### src/rtl/biu_lsu.sv
// Load/store bus interface: one word-bus access per request, with alignment check,
// byte-lane steering for stores, load extraction/extension and a bus timeout.
module biu_lsu #(
    parameter int unsigned TIMEOUT = 255
) (
    input  logic        clk,
    input  logic        rst,
    input  logic        start,
    input  logic [2:0]  opc_biu,
    input  logic        ld_unsigned,
    input  logic [31:0] addr,
    input  logic [31:0] data_tobiu,
    output logic [31:0] data_biu,
    output logic        rdy_biu,
    output logic        busy,
    output logic        misalign,
    output logic        acc_fault,
    output logic        bus_req,
    output logic        bus_we,
    output logic [31:0] bus_addr,
    output logic [3:0]  bus_wstrb,
    output logic [31:0] bus_wdata,
    input  logic        bus_ack,
    input  logic [31:0] bus_rdata,
    input  logic        bus_err
);

    typedef enum logic [1:0] {IDLE, REQ, FIN} state_t;

    state_t      state_q, state_d;
    logic [2:0]  opc_q, opc_d;
    logic        uns_q, uns_d;
    logic [1:0]  off_q, off_d;
    logic [29:0] baddr_q, baddr_d;
    logic        we_q, we_d;
    logic [3:0]  wstrb_q, wstrb_d;
    logic [31:0] wdata_q, wdata_d;
    logic [31:0] data_q, data_d;
    logic [15:0] cnt_q, cnt_d;
    logic        mis_q, mis_d;
    logic        flt_q, flt_d;

    logic        valid_op, misal;
    logic [3:0]  strobe;
    logic [31:0] rep_data, lane, ld_val;

    // Request decode, evaluated on the raw inputs for the accept edge
    always_comb begin
        valid_op = (opc_biu[1:0] != 2'b00);
        misal    = ((opc_biu[1:0] == 2'b10) && addr[0]) ||
                   ((opc_biu[1:0] == 2'b11) && (addr[1:0] != 2'b00));
        strobe   = 4'b0000;
        rep_data = data_tobiu;
        case (opc_biu[1:0])
            2'b01: begin
                strobe   = 4'b0001 << addr[1:0];
                rep_data = {4{data_tobiu[7:0]}};
            end
            2'b10: begin
                strobe   = 4'b0011 << {addr[1], 1'b0};
                rep_data = {2{data_tobiu[15:0]}};
            end
            2'b11:   strobe = 4'b1111;
            default: strobe = 4'b0000;
        endcase
    end

    // Load extraction from the returned word, using the latched request
    always_comb begin
        lane   = bus_rdata >> {off_q, 3'b000};
        ld_val = lane;
        case (opc_q[1:0])
            2'b01:   ld_val = {{24{lane[7] & ~uns_q}}, lane[7:0]};
            2'b10:   ld_val = {{16{lane[15] & ~uns_q}}, lane[15:0]};
            default: ld_val = lane;
        endcase
    end

    always_comb begin
        state_d = state_q;
        opc_d   = opc_q;
        uns_d   = uns_q;
        off_d   = off_q;
        baddr_d = baddr_q;
        we_d    = we_q;
        wstrb_d = wstrb_q;
        wdata_d = wdata_q;
        data_d  = data_q;
        cnt_d   = cnt_q;
        mis_d   = mis_q;
        flt_d   = flt_q;
        case (state_q)
            IDLE: begin
                if (start) begin
                    opc_d   = opc_biu;
                    uns_d   = ld_unsigned;
                    off_d   = addr[1:0];
                    baddr_d = addr[31:2];
                    we_d    = valid_op && !misal && !opc_biu[2];
                    wstrb_d = opc_biu[2] ? 4'b0000 : strobe;
                    wdata_d = rep_data;
                    cnt_d   = '0;
                    mis_d   = valid_op && misal;
                    flt_d   = 1'b0;
                    state_d = (valid_op && !misal) ? REQ : FIN;
                end
            end
            REQ: begin
                if (bus_err) begin
                    flt_d   = 1'b1;
                    state_d = FIN;
                end else if (bus_ack) begin
                    if (opc_q[2]) data_d = ld_val;
                    state_d = FIN;
                end else begin
                    cnt_d = cnt_q + 16'd1;
                    if (32'(cnt_q) + 32'd1 == TIMEOUT) begin
                        flt_d   = 1'b1;
                        state_d = FIN;
                    end
                end
            end
            FIN:     state_d = IDLE;
            default: state_d = IDLE;
        endcase
    end

    always_ff @(posedge clk) begin
        if (!rst) begin
            state_q <= IDLE;
            opc_q   <= '0;
            uns_q   <= 1'b0;
            off_q   <= '0;
            baddr_q <= '0;
            we_q    <= 1'b0;
            wstrb_q <= '0;
            wdata_q <= '0;
            data_q  <= '0;
            cnt_q   <= '0;
            mis_q   <= 1'b0;
            flt_q   <= 1'b0;
        end else begin
            state_q <= state_d;
            opc_q   <= opc_d;
            uns_q   <= uns_d;
            off_q   <= off_d;
            baddr_q <= baddr_d;
            we_q    <= we_d;
            wstrb_q <= wstrb_d;
            wdata_q <= wdata_d;
            data_q  <= data_d;
            cnt_q   <= cnt_d;
            mis_q   <= mis_d;
            flt_q   <= flt_d;
        end
    end

    assign bus_req   = (state_q == REQ);
    assign rdy_biu   = (state_q == FIN);
    assign busy      = (state_q != IDLE);
    assign misalign  = rdy_biu && mis_q;
    assign acc_fault = rdy_biu && flt_q;
    assign bus_we    = we_q;
    assign bus_addr  = {baddr_q, 2'b00};
    assign bus_wstrb = wstrb_q;
    assign bus_wdata = wdata_q;
    assign data_biu  = data_q;

endmodule

### config.mk
export PLATFORM = sky130hd
export DESIGN_NAME = biu_lsu
export DESIGN_NICKNAME = d
export VERILOG_FILES = /design/src/rtl/biu_lsu.sv
export SDC_FILE = /design/constraint.sdc
export NUM_CORES = 1
export LEC_CHECK = 0
export CORE_MARGIN = 4
export CORE_UTILIZATION = 49
export CTS_CLUSTER_DIAMETER = 30
export DETAILED_ROUTE_END_ITERATION = 6
export PLACE_DENSITY = 0.91
export SETUP_SLACK_MARGIN = 0.02
export SLEW_MARGIN = 10
export SYNTH_ARGS = -nofsm -noshare
export SYNTH_HDL_FRONTEND = slang
export SYNTH_SLANG_ARGS = --single-unit
### constraint.sdc
create_clock -name clk -period 5 [get_ports clk]
set_input_delay 0.75 -clock clk [delete_from_list [all_inputs] [get_ports clk]]
set_output_delay 0.75 -clock clk [all_outputs]
set_load 0.02 [all_outputs]
==> results.md, run 1 <==
- Peak VDD IR: 0.000276 V
- Port bufs: 208
- Nature of the critical path startpoint: input pin
- Final Hold Fails: 0
- CTS Buffer Depth: 2
- Std-Cell Rows: 39
- Die Area: 0.0140 mm^2
- Post-synth ARST share: 0
- Hold Crit Start: baddr_q[18]$_SDFFE_PN0P_
- Core ar.: 0.0117 mm^2
- Complex-gate fraction of the synthesized area: 0.252
- Overflow after GRT: 0
- Post-CTS Resized: 0
- Ys Warns: 0
- CP peak stage delay: 0.85 ns
- Total CTS buffers: 17
- Largest family of logic cells by synthesized area: compound AO/OA/AOI/OAI gates
- First-pass GRT wire length: 30.3 mm
- Setup violators final: 0
- Pwr Density: 333 mW/mm^2
- Die Span X: 118 um
- Initial antenna violation count: 0
- Setup total negative slack: 0 ns
- Worst path arrival time: 3.30 ns
- Drt first-iter violations: 479
- Vias per cell: 5.68
- 1st-pass router iterations: 5
- Clk root buf: clkbuf_16
- Reg clk slew, reported paths: 0.05 ns
- CP Class: in -> reg
- Critical path origin: opc_biu[1]
- Slew Viols, Final: 0
- Mapped Area: 0.00595 mm^2
- Die Span Y: 118 um
- Post-synthesis adder-cell area fraction: 0.0189
- Critical-path cell list: clkdlybuf4s50_1 -> inv_1 -> ha_1 -> o21ai_0 -> nor2_1 -> a221oi_1 -> nor2b_1
- DP Wirelength: 13.1 mm
- Pin count of the biggest net entering global routing: 56
- Sequential area share after synthesis: 0.420
- Vias in the first global route: 5906
- CTS tree: built
- # clock sinks: 125
- Part of the cycle the worst path needs: 0.590
- Mux contribution to synthesized area: 0.0401
- RSZ-0062 raised after global routing: false
- Worst r2r src: off_q[0]$_SDFFE_PN0P_
- CP max-delay cell: ha_1
- Drt wl/cell: 17.9 um
- Gate Count Post-Synth: 734
- Post-synth EDFFs: 0
- Main flop type after synthesis: dfxtp_1
- Hold Path Class: reg -> reg
- Worst Tran Pin Value: 1.01 ns
- Layout area overhead: 45.5%
- Worst endpoint required time: 5.35 ns
- Hold buffers post-CTS: 0
- Post-Syn Area per Cell: 8.11 um^2
- Post-route DRC: 0
- Core Util, Final: 0.743
- Routed vias: 6044
- Fmax: 0.339 GHz
- Worst clock skew: 0.00701 ns
- Post-Route WL: 19.0 mm
- CP max FO: 33
- Post-synth top area share: 0.420
- RD Place Congestion: 0.886
- Clk Latency, worst-skew pair: 0.41 ns
- CP Capture Type: flip-flop
- Post-Synth Simple-Gate Area: 0.215
- # H-tree levels: 4
- Post CTS Setup Buffer Count: 0
- Max cap viols: 0
- XOR/XNOR share of the synthesized area: 0.00735
- Fin crit period: 2.95 ns
- Top Ports: 211
- Antenna Nets Post-Route: 0
- Final net count: 1024
- Commonest cells in the netlist: nand2_1, dfxtp_1, o21ai_0, a21boi_0, a21oi_1
- Distinct cells, synth: 51
- Synthesis-stage register bit count: 125
- Ranking of synthesized cells by area: dfxtp_1, nand2_1, a21boi_0
- Initial core utilization: 0.511
- GRT Total Usage: 0.268
- Count leader, synth: nand2_1
- Status: complete, no violations
- Antenna diode instance count: 0
- Slew headroom: 0.327
- P_leak: 3.16 nW
- Synth area leader: dfxtp_1
- Layout cells sized above 1: 0.0651
-- cell usage in the layout, fill, tap and decap left out, types with 8 or more instances in the layout --
| master | instances |
|---|---|
| a21boi_0 | 56 |
| a21oi_1 | 54 |
| a221oi_1 | 8 |
| a22o_1 | 10 |
| clkbuf_16 | 17 |
| clkdlybuf4s50_1 | 207 |
| dfxtp_1 | 125 |
| ha_1 | 9 |
| inv_1 | 11 |
| mux2i_1 | 16 |
| nand2_1 | 140 |
| nand2b_1 | 19 |
| nand3_1 | 13 |
| nor2_1 | 26 |
| nor2b_1 | 22 |
| nor3_1 | 17 |
| nor3b_1 | 8 |
| o21ai_0 | 63 |
| o221a_2 | 9 |
-- worst paths after layout --
check	to	slack, ns	depth (start not counted)
worst max-delay path	bus_wdata[20]$_SDFFE_PN0P_	2.05	7
worst max register to register	data_biu[20]$_SDFFE_PN0P_	2.24	7
worst min-delay path	baddr_q[18]$_SDFFE_PN0P_	0.46	2
worst min register to register	baddr_q[18]$_SDFFE_PN0P_	0.46	2
-- layer usage --
layer	track usage	vias to the layer above	wire length [um]
met5	0	-	0
met4	0.0960	0	253
met3	0.104	23	2100
met2	0.448	313	9150
met1	0.314	2808	7530
li1	-	2900	-
-- flip-flops by register name, summed over array words and instances (netlist names) --
name,cells
opc_q,3
state_q,2
mis_q,1
bus_we,1
uns_q,1
flt_q,1
data_biu,32
baddr_q,30
bus_wstrb,4
bus_wdata,32
cnt_q,16
off_q,2
-- layout make-up --
class | count | area [um^2]
Multi-Input combinational cell | 540 | 3190
Fill cell | 846 | 3000
Sequential cell | 125 | 2500
Timing Repair Buffer | 215 | 2130
Clock buffer | 25 | 515
Tap cell | 143 | 179
Clock inverter | 6 | 105
Inverter | 11 | 41.3
-- critical path, delay by kind of cell --
family	cells	cell delay, ns
fa+ha+maj	1	0.85
buf+inv	2	0.70
simple gates	2	0.61
compound gates	2	0.37
-- cells by family (layout without fill, tap and decap cells) --
kind of cell | Yosys count | count (layout)
compound gates | 229 | 229
xor+xnor | 5 | 5
mux | 23 | 23
flops | 125 | 125
simple gates | 272 | 272
other cells | 1 | 2
buf+inv | 70 | 257
fa+ha+maj | 9 | 9
-- per-stage QoR --
step,instances,setup slack [ns],instance area [um^2],hold WS (ns),total power [W]
2_1_floorplan,735,2.60,5960,0.444,0.00136
3_3_place_gp,1034,1.79,8040,0.448,0.00160
3_5_place_dp,1034,1.69,8040,0.456,0.00161
4_1_cts,1065,2.10,8660,0.464,0.00289
5_1_grt,1065,1.81,8660,0.483,0.00299
6_report,1065,2.05,8660,0.460,0.00289
-- report_power, final --
| part | leakage (nW) | total [W] | switching (W) | internal, W |
|---|---|---|---|---|
| registers | 1.02 | 0.00108 | 0.0000344 | 0.00105 |
| logic | 1.83 | 0.000517 | 0.000278 | 0.000239 |
| clock network | 0.309 | 0.00129 | 0.000429 | 0.000858 |
(Power assumes the default switching activity.)
==> inputs of run 2 (changes only) <==
--- a/config.mk
+++ b/config.mk
@@ -6,10 +6,10 @@
 export NUM_CORES = 1
 export LEC_CHECK = 0
 export CORE_MARGIN = 4
-export CORE_UTILIZATION = 49
+export CORE_UTILIZATION = 41
 export CTS_CLUSTER_DIAMETER = 30
 export DETAILED_ROUTE_END_ITERATION = 6
-export PLACE_DENSITY = 0.91
+export PLACE_DENSITY = 0.82
 export SETUP_SLACK_MARGIN = 0.02
 export SLEW_MARGIN = 10
 export SYNTH_ARGS = -nofsm -noshare
==> constraint.sdc (replaced) <==
create_clock -name clk -period 2.6 [get_ports clk]
set_input_delay 0.39 -clock clk [delete_from_list [all_inputs] [get_ports clk]]
set_output_delay 0.39 -clock clk [all_outputs]
set_load 0.02 [all_outputs]
==> results.md, run 2 (synthesis gave the netlist of run 1 again) <==
- Antenna Nets Post-Route: 0 (unchanged)
- # H-tree levels: 4 (unchanged)
- Worst clock skew: 0.00705 ns (+0.0000420 ns)
- Setup violators final: 0 (unchanged)
- Reg clk slew, reported paths: 0.06 ns (about the same)
- Routed vias: 5935 (-1.8%)
- Clk Latency, worst-skew pair: 0.42 ns (about the same)
- Post CTS Setup Buffer Count: 0 (unchanged)
- RD Place Congestion: 0.858 (-3.2%)
- Setup total negative slack: 0 ns (unchanged)
- DP Wirelength: 13.3 mm (+1.5%)
- Total CTS buffers: 17 (unchanged)
- Final net count: 1038 (+1.4%)
- Die Area: 0.0165 mm^2 (+18%)
- Commonest non-fill, non-tap cells in the layout: clkdlybuf4s50_1, nand2_1, dfxtp_1
- Slew Viols, Final: 0 (unchanged)
- Post-CTS Resized: 0 (unchanged)
- Met2 wire length: 8.40 mm (-8.2%)
- Sw Share: 0.264 (+0.00761)
- Peak VDD IR: 0.000419 V (+52%)
- Critical path's top delay family: simple AND/OR/NAND/NOR gates
- Part of the cycle the worst path needs: 0.874
- CP Class: reg -> reg
- Core Util, Final: 0.629 (-0.114)
- Final Hold Fails: 0 (unchanged)
- Comb pwr share: 0.183 (+0.004)
- CP peak stage delay: 0.47 ns (-0.38 ns)
- Clock group share of total power: 0.437 (-0.009)
- Pin count of the biggest net entering global routing: 76 (+36%)
- P_leak: 3.21 nW (+1.7%)
- CTS tree: built
- Post-Route WL: 18.6 mm (-2.4%)
- 1st-pass router iterations: 5 (unchanged)
- Pre-CTS WS: 0.201 ns (-1.49 ns)
- GRT Total Usage: 0.221 (-0.0472)
- CP Capture Type: flip-flop
- First-pass GRT wire length: 29.0 mm (-4.4%)
- Hold slack: 0.460 ns (+0.000166 ns)
- Fmax: 0.440 GHz
- Overflow after GRT: 0 (unchanged)
- Pwr Density: 620 mW/mm^2 (+86%)
- Net Sw Power: 0.00145 W (+95%)
- Met1 WL: 7.82 mm (+3.8%)
- Drt first-iter violations: 306 (-36%)
- Top Layer Used: met4
- Layout area overhead: 48.2%
- Hold buffers post-CTS: 0 (unchanged)
- Std-Cell Rows: 43 (+10%)
- Critical-path cell list: nand4_2 -> or3_4 -> or3_1 -> a311o_1 -> o31ai_2 -> and4bb_1
- Worst endpoint required time: 2.96 ns (-2.39 ns)
- Layout cells sized above 1: 0.0811 (+0.0160)
- RSZ-0062 raised after global routing: false
- Most common library cell in the layout ignoring fill and taps: clkdlybuf4s50_1
- Clk root buf: clkbuf_16
- # clock sinks: 125 (unchanged)
- Die Span X: 129 um (+8.7%)
- Worst path arrival time: 2.63 ns (-0.67 ns)
- Drt wl/cell: 16.6 um (-7.0%)
- Met3 WL: 1.97 mm (-6.1%)
- Port bufs: 208 (unchanged)
- Die Span Y: 129 um (+8.7%)
- Max cap viols: 0 (unchanged)
- Status: complete, no violations
- CP max FO: 9 (-73%)
- Initial antenna violation count: 0 (unchanged)
- Vias in the first global route: 5692 (-3.6%)
- Post-route DRC: 0 (unchanged)
- Internal power: 0.00403 W (+88%)
- CP max-delay cell: dfxtp_1
- Fin crit period: 2.27 ns
- Hold Path Class: reg -> reg
- CP bufs+invs: 0 (-2)
- Sequential Power Share: 0.380 (+0.005)
- Antenna diode instance count: 0 (unchanged)
- Initial core utilization: 0.424 (-0.0865)
- Worst Tran Pin Value: 0.848 ns (-0.158 ns)
- Final WS setup: 0.328 ns (-1.72 ns)
- Vias per cell: 5.31 (-6.4%)
- Top Ports: 211 (unchanged)
- CTS Buffer Depth: 2 (unchanged)
- Slew headroom: 0.434 (+0.107)
- Nature of the critical path startpoint: flip-flop
- Core ar.: 0.0140 mm^2 (+20%)
run 2: area by class of cell:
| class | count | area (um^2) |
|---|---|---|
| flip-flops and latches | 125 | 2500 |
| multi-input cells | 540 | 3190 |
| clock inverters | 9 | 109 |
| well taps | 180 | 225 |
| clock buffers | 23 | 498 |
| inverters | 11 | 41.3 |
| fillers | 1167 | 5220 |
| repair buffers | 229 | 2260 |
run 2: per-stage QoR:
stage               cells  total power [W]  cell area (um^2)
floorplan             735          0.00262              5960
global placement     1085          0.00310              8220
detailed placement   1085          0.00312              8220
CTS                  1117          0.00552              8830
global route         1117          0.00569              8830
finish               1117          0.00547              8830
run 2: final timing paths:
kind | from | endpoint | slack [ns] | depth (start not counted)
max | cnt_q[0]$_SDFFE_PN0P_ | state_q[1]$_SDFFE_PN0P_ | 0.33 | 6
min | baddr_q[11]$_SDFFE_PN0P_ | baddr_q[11]$_SDFFE_PN0P_ | 0.46 | 2
max reg2reg | cnt_q[0]$_SDFFE_PN0P_ | state_q[1]$_SDFFE_PN0P_ | 0.33 | 6
min reg2reg | baddr_q[11]$_SDFFE_PN0P_ | baddr_q[11]$_SDFFE_PN0P_ | 0.46 | 2
run 2: metal layers:
| layer | global-route usage | vias up |
|---|---|---|
| met3 | 0.0967 | 29 |
| li1 | - | 2944 |
| met1 | 0.264 | 2720 |
| met2 | 0.352 | 242 |
| met5 | 0 | - |
| met4 | 0.0828 | 0 |
run 2: power groups by stage:
stage / clock, W / combinational [W] / sequential [W]
finish: 0.00239 / 0.00100 / 0.00208
global placement: 0 / 0.000989 / 0.00211
floorplan: 0 / 0.000413 / 0.00221
detailed placement: 0 / 0.000997 / 0.00212
CTS: 0.00244 / 0.00101 / 0.00208
global route: 0.00252 / 0.00109 / 0.00209
run 2: worst reg2reg max path: cells and delay by family, from the launching register on:
| kind | cells | cell delay (ns) |
|---|---|---|
| flops | 1 | 0.47 |
| simple gates | 4 | 1.13 |
| compound gates | 2 | 0.61 |
==> inputs of run 3 (changes only) <==
--- a/config.mk
+++ b/config.mk
@@ -5,6 +5,7 @@
 export SDC_FILE = /design/constraint.sdc
 export NUM_CORES = 1
 export LEC_CHECK = 0
+export ABC_AREA = 1
 export CORE_MARGIN = 4
 export CORE_UTILIZATION = 41
 export CTS_CLUSTER_DIAMETER = 30
==> results.md, run 3 <==
- Peak VDD IR: 0.000479 V (+14%)
- 1st-pass router iterations: 5 (unchanged)
- # H-tree levels: 4 (unchanged)
- Mapped Area: 0.00594 mm^2 (-0.29%)
- CP peak stage delay: 0.64 ns (+0.17 ns)
- Pwr Density: 662 mW/mm^2 (+6.8%)
- Synthesis-stage register bit count: 125 (unchanged)
- Hold buffers post-CTS: 0 (unchanged)
- Routed vias: 6088 (+2.6%)
- Worst endpoint required time: 2.21 ns (-0.75 ns)
- First-pass GRT wire length: 28.9 mm (-0.31%)
- Post-synth top area share: 0.421 (+0.00124)
- Nature of the critical path startpoint: flip-flop
- # clock sinks: 125 (unchanged)
- P_leak: 3.54 nW (+10%)
- Core ar.: 0.0140 mm^2 (unchanged)
- Ranking of synthesized cells by area: dfxtp_1, nand2_1, nor2_1
- Drt first-iter violations: 407 (+33%)
- Post-Syn Area per Cell: 7.13 um^2 (-12%)
- CP max FO: 6 (-3)
- Post-route DRC: 0 (unchanged)
- Status: complete, no violations
- Fmax: 0.473 GHz (+7.5%)
- Initial core utilization: 0.423 (-0.00125)
- Critical path's top delay family: buffers and inverters
- Layout area overhead: 47.4%
- Part of the cycle the worst path needs: 0.813 (-0.0611)
- Commonest cells in the netlist: nand2_1, dfxtp_1, nor2_1, a21oi_1, o21ai_0
- Antenna Nets Post-Route: 0 (unchanged)
- GRT Total Usage: 0.217 (-0.00400)
- Distinct cells, synth: 41 (-20%)
- Worst clock skew: 0.0125 ns (+0.00546 ns)
- Vias in the first global route: 5760 (+1.2%)
- Hold slack: 0.436 ns (-0.0244 ns)
- Sequential area share after synthesis: 0.421 (+0.00124)
- Die Area: 0.0165 mm^2 (-0.27%)
- Slew headroom: 0.660 (+0.226)
- Commonest non-fill, non-tap cells in the layout: clkdlybuf4s50_1, nand2_1, dfxtp_1
- Gate Count Post-Synth: 833 (+13%)
- Setup total negative slack: 0 ns (unchanged)
- Post-synth ARST share: 0 (unchanged)
- Top Ports: 211 (unchanged)
- CP Class: reg -> out
- RD Place Congestion: 0.854 (-0.48%)
- Main flop type after synthesis: dfxtp_1
- Post-Route WL: 17.9 mm (-3.6%)
- Port bufs: 208 (unchanged)
- CTS Buffer Depth: 2 (unchanged)
- Post-synth EDFFs: 0 (unchanged)
- CP max-delay cell: clkdlybuf4s50_1
- Drt wl/cell: 14.7 um (-12%)
- Critical-path cell list: inv_1 -> nor2_1 -> clkdlybuf4s50_1
- Hold Path Class: in -> reg
- Die Span Y: 128 um (-0.14%)
- Vias per cell: 5.00 (-5.9%)
- Final net count: 1139 (+9.7%)
- Worst Tran Pin Value: 0.508 ns (-0.339 ns)
- Die Span X: 128 um (-0.14%)
- Final Hold Fails: 0 (unchanged)
- Worst path arrival time: 1.72 ns (-0.91 ns)
- Std-Cell Rows: 43 (unchanged)
- Max cap viols: 0 (unchanged)
- Post-CTS Resized: 0 (unchanged)
- CP Capture Type: output pin
- Final WS setup: 0.487 ns (+0.159 ns)
- Setup violators final: 0 (unchanged)
- Total CTS buffers: 17 (unchanged)
- Initial antenna violation count: 0 (unchanged)
- Count leader, synth: nand2_1
- Clk root buf: clkbuf_16
- Ys Warns: 0 (unchanged)
- RSZ-0062 raised after global routing: false
- Antenna diode instance count: 0 (unchanged)
- CP bufs+invs: 2 (+2)
- Layout cells sized above 1: 0.0896 (+0.00849)
- Pin count of the biggest net entering global routing: 66 (-13%)
- DP Wirelength: 13.0 mm (-2.6%)
- Most common library cell in the layout ignoring fill and taps: clkdlybuf4s50_1
- Overflow after GRT: 0 (unchanged)
- Slew Viols, Final: 0 (unchanged)
- Fin crit period: 2.11 ns (-0.159 ns)
- CTS tree: built
- Pre-CTS WS: 0.301 ns (+0.0999 ns)
- Flop-to-flop setup slack: 0.72 ns (+0.39 ns)
- Synth area leader: dfxtp_1
- Reg clk slew, reported paths: 0.05 ns (about the same)
- Clk Latency, worst-skew pair: 0.43 ns (about the same)
- Post CTS Setup Buffer Count: 0 (unchanged)
[run 3: changes by cell type after synthesis, moves of 14 or more]
cell / delta
clkbuf_1: -20
nand3_1: +31
inv_1: +44
nor2_1: +88
nor3_1: -18
nor2b_1: -22
a21boi_0: -56
inv_2: +14
nand2b_1: -19
nand2_1: +55
a21oi_1: +15
[run 3: layout make-up]
cell class                 instances  area, um^2
sequential                       125        2500
timing repair buffer             221        2200
inverter                          71         269
fill                            1219        5290
tap                              180         225
clock inverter                    13         161
multi-input combinational        589        2950
clock buffer                      19         443
[run 3: kinds of logic (layout without fill, tap and decap cells)]
logic type / after synthesis / count (layout) / share of synthesized area
buffers and inverters: 120 / 324 / 0.0824
adder cells (fa/ha/maj): 9 / 9 / 0.0190
flip-flops: 125 / 125 / 0.421
AO/OA/AOI/OAI: 187 / 187 / 0.191
AND/OR/NAND/NOR: 383 / 383 / 0.272
other: 1 / 2 / 0.000632
XOR/XNOR: 1 / 1 / 0.00148
multiplexers: 7 / 7 / 0.0118
[run 3: power breakdown]
group,switching (W),internal (W)
clock network,0.000897,0.00154
logic,0.000689,0.000540
registers,0.0000779,0.00205
[run 3: final timing paths]
check | startpoint | to | cells after the start
setup / recovery | state_q[1]$_SDFFE_PN0P_ | rdy_biu | 3
hold / removal | rst | state_q[0]$_SDFFE_PN0P_ | 3
setup reg to reg | cnt_q[1]$_SDFFE_PN0P_ | state_q[0]$_SDFFE_PN0P_ | 14
hold reg to reg | uns_q$_SDFFE_PN0P_ | uns_q$_SDFFE_PN0P_ | 2
[run 3: worst register-to-register path, stage by stage, from the launching register on]
cell and delay, ns:
dfxtp_1 0.39, ha_1 0.23, nand3_1 0.15, nor2_2 0.16, nand3_1 0.09, nand2_1 0.06, nand2_1 0.07, nor2_1 0.12
nand2_1 0.06, nor2_1 0.13, nand2_1 0.07, nand2_1 0.07, o21ai_0 0.08, nand2_1 0.06, inv_1 0.04
[run 3: metrics by stage]
stage,cell area [um^2],utilization,power [W],instances
detailed placement,8150,0.580,0.00340,1186
global route,8750,0.623,0.00605,1218
CTS,8750,0.623,0.00583,1218
floorplan,5940,-,0.00283,834
finish,8750,0.623,0.00579,1218
global placement,8150,0.580,0.00338,1186
[run 3: per-layer routing]
metal	track usage	up-vias	part of all wire
li1	-	3111	-
met1	0.265	2730	0.43
met2	0.345	219	0.46
met3	0.0917	28	0.088
met4	0.0718	0	0.020
met5	0	-	0
